### config.mk
export PLATFORM = sky130hd
export DESIGN_NAME = uart_rx
export DESIGN_NICKNAME = d
export VERILOG_FILES = /design/src/rtl/uart_rx.sv
export SDC_FILE = /design/constraint.sdc
export NUM_CORES = 1
export LEC_CHECK = 0
export CORE_MARGIN = 1
export CORE_UTILIZATION = 40
export CTS_BUF_LIST = sky130_fd_sc_hd__clkbuf_4
export CTS_CLUSTER_SIZE = 12
export DETAILED_ROUTE_END_ITERATION = 10
export GPL_ROUTABILITY_DRIVEN = 0
export SLEW_MARGIN = 5
export SYNTH_ARGS = -nofsm -noshare
export SYNTH_HDL_FRONTEND = slang
export SYNTH_SLANG_ARGS = --single-unit
export TNS_END_PERCENT = 50
### constraint.sdc
create_clock -name ACLK -period 2.8 [get_ports ACLK]
set_clock_uncertainty 0.15 [all_clocks]
set_input_delay 0.56 -clock ACLK [delete_from_list [all_inputs] [get_ports ACLK]]
set_output_delay 0.56 -clock ACLK [all_outputs]
set_load 0.05 [all_outputs]
### src/rtl/uart_rx.sv
`default_nettype none
// ============================================================================
//  Module      : uart_rx
//  Description : 8N1 UART receiver with a one-byte holding register,
//                sticky framing/overrun flags and an RTS-style ready output.
//  Revision    : 1.0 - initial release
// ============================================================================
module uart_rx #(
  parameter int CLOCK_FREQ = 50_000_000,
  parameter int BAUD_RATE  = 115200
) (
  input  logic       ACLK,
  input  logic       RESET,
  input  logic       RXD,
  output logic [7:0] RX_DATA,
  output logic       RX_DATA_VALID,
  input  logic       RX_DATA_READ,
  output logic       RX_FRAME_ERR,
  output logic       RX_OVERRUN,
  input  logic       ERR_CLEAR,
  output logic       UART_RTS,
  output logic       RX_IDLE
);

  localparam int CLOCKS_PER_BIT = CLOCK_FREQ / BAUD_RATE;
  localparam int CNT_W = (CLOCKS_PER_BIT > 1) ? $clog2(CLOCKS_PER_BIT) : 1;
  // Mid-point of the start bit, used to re-check the line before committing.
  localparam logic [CNT_W-1:0] HALF_LAST = CNT_W'(CLOCKS_PER_BIT / 2 - 1);
  // Last clock of a full bit period; data and stop bits are sampled here.
  localparam logic [CNT_W-1:0] BIT_LAST  = CNT_W'(CLOCKS_PER_BIT - 1);

  typedef enum logic [2:0] {
    IDLE       = 3'd0,
    START_BIT  = 3'd1,
    DATA_BITS  = 3'd2,
    STOP_BIT   = 3'd3,
    BREAK_WAIT = 3'd4
  } state_t;

  logic             rx_meta;
  logic             rxs;
  state_t           state;
  state_t           state_n;
  logic [CNT_W-1:0] cnt;
  logic [CNT_W-1:0] cnt_n;
  logic [2:0]       bit_idx;
  logic [2:0]       bit_idx_n;
  logic [7:0]       shift;
  logic [7:0]       shift_n;
  logic             frame_good;
  logic             frame_bad;
  logic             load;
  logic             overrun_set;

  // Two-flop synchronizer for the asynchronous line; resets to the idle level.
  always_ff @(posedge ACLK or posedge RESET) begin
    if (RESET) begin
      rx_meta <= 1'b1;
      rxs     <= 1'b1;
    end else begin
      rx_meta <= RXD;
      rxs     <= rx_meta;
    end
  end

  // Receiver state, bit timing counter, bit index and shift register.
  always_ff @(posedge ACLK or posedge RESET) begin
    if (RESET) begin
      state   <= IDLE;
      cnt     <= '0;
      bit_idx <= 3'd0;
      shift   <= 8'h00;
    end else begin
      state   <= state_n;
      cnt     <= cnt_n;
      bit_idx <= bit_idx_n;
      shift   <= shift_n;
    end
  end

  // Next-state logic: frame timing and end-of-frame good/bad indications.
  always_comb begin
    state_n    = state;
    cnt_n      = cnt;
    bit_idx_n  = bit_idx;
    shift_n    = shift;
    frame_good = 1'b0;
    frame_bad  = 1'b0;
    unique case (state)
      IDLE: begin
        if (!rxs) begin
          state_n = START_BIT;
          cnt_n   = '0;
        end
      end
      START_BIT: begin
        if (cnt == HALF_LAST) begin
          cnt_n     = '0;
          bit_idx_n = 3'd0;
          // A line that is high again at mid-start was a glitch.
          state_n   = rxs ? IDLE : DATA_BITS;
        end else begin
          cnt_n = cnt + CNT_W'(1);
        end
      end
      DATA_BITS: begin
        if (cnt == BIT_LAST) begin
          shift_n[bit_idx] = rxs;
          cnt_n            = '0;
          bit_idx_n        = bit_idx + 3'd1;
          if (bit_idx == 3'd7) begin
            state_n = STOP_BIT;
          end
        end else begin
          cnt_n = cnt + CNT_W'(1);
        end
      end
      STOP_BIT: begin
        if (cnt == BIT_LAST) begin
          cnt_n = '0;
          if (rxs) begin
            frame_good = 1'b1;
            state_n    = IDLE;
          end else begin
            // Low stop bit: report and wait out a possible break condition.
            frame_bad = 1'b1;
            state_n   = BREAK_WAIT;
          end
        end else begin
          cnt_n = cnt + CNT_W'(1);
        end
      end
      BREAK_WAIT: begin
        if (rxs) begin
          state_n = IDLE;
        end
      end
      default: begin
        state_n = IDLE;
      end
    endcase
  end

  // A finished byte is accepted if the holder is empty or being emptied now.
  assign load        = frame_good && (!RX_DATA_VALID || RX_DATA_READ);
  assign overrun_set = frame_good && RX_DATA_VALID && !RX_DATA_READ;

  // Holding register and its full flag.
  always_ff @(posedge ACLK or posedge RESET) begin
    if (RESET) begin
      RX_DATA       <= 8'h00;
      RX_DATA_VALID <= 1'b0;
    end else if (load) begin
      RX_DATA       <= shift;
      RX_DATA_VALID <= 1'b1;
    end else if (RX_DATA_READ && RX_DATA_VALID) begin
      RX_DATA_VALID <= 1'b0;
    end
  end

  // Sticky error flags; a new error event takes priority over a clear.
  always_ff @(posedge ACLK or posedge RESET) begin
    if (RESET) begin
      RX_FRAME_ERR <= 1'b0;
      RX_OVERRUN   <= 1'b0;
    end else begin
      if (frame_bad) begin
        RX_FRAME_ERR <= 1'b1;
      end else if (ERR_CLEAR) begin
        RX_FRAME_ERR <= 1'b0;
      end
      if (overrun_set) begin
        RX_OVERRUN <= 1'b1;
      end else if (ERR_CLEAR) begin
        RX_OVERRUN <= 1'b0;
      end
    end
  end

  assign UART_RTS = !RX_DATA_VALID;
  assign RX_IDLE  = (state == IDLE);

endmodule
`default_nettype wire

==> summary.md, run 1 <==
| Metric | Value |
|---|---|
| Status | `finished clean` |
| Setup crit end kind | `output port` |
| CP Cell Sequence | `nor3_1, clkdlybuf4s50_1` |
| Final Hold Viols | `0` |
| CP startpoint kind | `register` |
| Initial DRC Count | `105` |
| Final Util | `50.1%` |
| Core Rows | `23` |
| Port buffer count | `17` |
| Mean area per synthesized cell | `between 10 and 15 um^2` |
| Cell Area, Synth | `~0.0018 mm^2` |
| Synth top area share | `47.6%` |
| HP Class | `reg2reg` |
| Pre-antenna DRT Iters | `4` |
| Endpoints failing setup | `0` |
| Initial antenna violation count | `0` |
| Max clock buf depth | `2` |
| Final non-filler cell total | `233` |
| Final WL | `between 3 and 4 mm` |
| # H-tree levels | `2` |
| CP Data Required Time | `2090 ps` |
| Root Buffer | `clkbuf_4` |
| Crit Path Category | `reg2out` |
| Comb power frac | `between 1.5 and 2%` |
| Max Freq | `0.382 GHz` |
| DR vias/cell | `5.66` |
| Synth cell types | `between 40 and 50` |
| HPWL after detailed placement | `2.34 mm` |
| Peak VDD IR | `about 0.00021 V` |
| Syn. warnings | `0` |
| Synth Instances | `163` |
| Sequential Power Share | `58.0%` |
| Die X | `68.9 um` |
| N_diodes | `0` |
| Pin count of the biggest net entering global routing | `37` |
| ANT nets after route | `0` |
| Main synth FF type | `dfrtp_1` |
| Area grow syn2layout | `16.1%` |
| Period utilization | `93.5%` |
| RSZ-0062 raised after global routing | `false` |
| Top cells by area, synth | `dfrtp_1 (48%), mux2_1 (10%), ha_1 (3.5%), dfstp_2 (2.9%), nand2_1 (2.3%)` |
| DR WL/cell | `14.6 um` |
| Gr usage total | `17.0%` |
| Internal | `approximately 0.7 mW` |
| Vias | `1318` |
| TNS Setup | `0 ps` |
| Asr flop ratio synth | `100%` |
| CTS Buf Count | `5` |
| DRC violations left | `0` |
| CTS Hold Bufs | `0` |
| Clock network fraction of total power | `40.1%` |
| Reg clk slew, reported paths | `110 ps` |
| Number of global-route vias before repair | `1235` |
| Slew Viols, Final | `0` |
| Met2 global-route usage | `25.0%` |
| Fin crit period | `2620 ps` |
| Power Dens Cells | `437 mW/mm^2` |
| Synth Register Bits | `36` |
| Postcts setup bufs | `0` |
| Rel. slew slack | `67.0%` |
| Net Sw Frac | `21.6%` |
| CP Buf/Inv Count | `1` |
| GR peak layer | `met2` |
| CTS resizes | `0` |
| Die height | `68.9 um` |
| Most frequent cells in the layout | `dfrtp_1 (34), clkdlybuf4s50_1 (17), mux2_1 (16), nand2_1 (11), inv_1 (9)` |
| First-pass GRT wire length | `5.79 mm` |
| Commonest non-fill, non-tap cell in the layout | `dfrtp_1` |
| Post-Syn Nets | `173` |
| Starting Density | `43.2%` |
| R2r setup slk | `roughly 400 ps` |
| Critical path's slowest cell | `clkdlybuf4s50_1` |
| Fraction of layout cells with a size suffix above 1 | `8.20%` |
| Pleak | `approximately 0.92 nW` |
| Psw | `approximately 0.2 mW` |
| Worst EP arrival | `~1900 ps` |
| Placed insts | `225` |
| Die area | `0.00474 mm^2` |
| Number of synthesized flops with an enable pin | `0` |
| Sequential share of the synthesized area | `between 50% and 60%` |
| Leading area contributor after synthesis | `dfrtp_1` |
| Core ar. | `0.00414 mm^2` |
| CTS tree | `yes` |
| MaxCap Viol Count | `0` |
| Crit-path max FO | `10` |
| Max incr delay on CP | `830 ps` |
| Nets | `192` |
| Clock sink count | `36` |
| Met1 Use GR | `23.2%` |
| Ports | `18` |
| Met3 Usage GRT | `5.43%` |
| Family with the most delay on the worst path | `buffers and inverters` |
| Measured slew at the worst slew-check pin | `494 ps` |
| Worst skew pair latency | `350 ps` |
| Grt ovf | `0` |
metrics by stage:
| stage | cell area [um^2] | total power, mW | worst slack (ps) | hold WS [ps] |
|---|---|---|---|---|
| floorplan | 1790 | 0.543 | 467 | 195 |
| global placement | 2000 | 0.554 | 511 | 197 |
| detailed placement | 2000 | 0.554 | 462 | 201 |
| CTS | 2080 | 0.918 | 153 | 218 |
| global route | 2080 | 0.946 | 85.1 | 231 |
| finish | 2080 | 0.907 | 182 | 215 |
cells in the mapped netlist (4+ instances only):
cell,n
a21oi_1,4
clkbuf_1,5
dfrtp_1,34
ha_1,5
inv_1,9
mux2_1,16
nand2_1,11
nand3_1,5
nand4b_1,4
nor2_1,7
nor3_1,6
o211ai_1,4
o21ai_0,6
state kept, by name (all words and copies together), names as in the netlist:
name and flops:
RX_OVERRUN 1, rxs 1, cnt 9, rx_meta 1, bit_idx 3, RX_DATA 8, shift 8, state 3
RX_FRAME_ERR 1, RX_DATA_VALID 1
cell families (layout without fill, tap and decap cells):
| kind of cell | Yosys count | after routing | share of synthesized area [%] |
|---|---|---|---|
| muxes | 17 | 17 | 10.9 |
| DFF | 36 | 36 | 50.5 |
| buffers and inverters | 16 | 36 | 3.85 |
| AOI/OAI and AO/OA | 34 | 34 | 12.9 |
| and+or+nand+nor | 55 | 55 | 18.4 |
| adders and majority gates | 5 | 5 | 3.50 |
worst paths after layout:
path | from | to | cells past startpoint
max | state[2] | RX_IDLE | 2
min | rx_meta | rxs | 0
max reg2reg | cnt[0] | state[1] | 6
min reg2reg | rx_meta | rxs | 0
max in group asynchronous | RESET | rxs | 3
min in group asynchronous | RESET | cnt[4] | 3
cell type report:
class | instances | area [um^2]
clock buffer | 5 | 37.5
clock inverter | 3 | 37.5
fill | 391 | 2070
inverter | 9 | 33.8
multi-input combinational | 111 | 817
sequential | 36 | 903
tap | 50 | 62.6
timing repair buffer | 19 | 185
worst reg2reg max path, stage by stage (launching register included):
cell     delay (ps)
dfrtp_1         440
inv_1           110
ha_1            140
or4b_1          420
o31a_1          420
or4_1           440
a21oi_1         180
per-layer routing:
| metal | vias to the layer above | part of all wire [%] |
|---|---|---|
| met2 | 29 | 44 |
| met1 | 644 | 49 |
| li1 | 640 | - |
| met4 | 0 | 1.6 |
| met3 | 5 | 4.7 |
| met5 | - | 0 |
power groups by stage:
stage	Clock, mW	Combinational [mW]	Sequential [mW]
2_1_floorplan	0	0.00961	0.534
3_3_place_gp	0	0.0174	0.536
3_5_place_dp	0	0.0180	0.536
4_1_cts	0.373	0.0180	0.526
5_1_grt	0.399	0.0200	0.527
6_report	0.364	0.0167	0.526
No activity file was read; power rests on OpenSTA's default activity.
==> run 2, diff against run 1 <==
--- a/config.mk
+++ b/config.mk
@@ -8,7 +8,7 @@
 export CORE_MARGIN = 1
 export CORE_UTILIZATION = 40
 export CTS_BUF_LIST = sky130_fd_sc_hd__clkbuf_4
-export CTS_CLUSTER_SIZE = 12
+export CTS_CLUSTER_SIZE = 28
 export DETAILED_ROUTE_END_ITERATION = 10
 export GPL_ROUTABILITY_DRIVEN = 0
 export SLEW_MARGIN = 5
==> results of run 2 <==
Same layout as run 1: the final DEF is identical, and so are final timing and power.
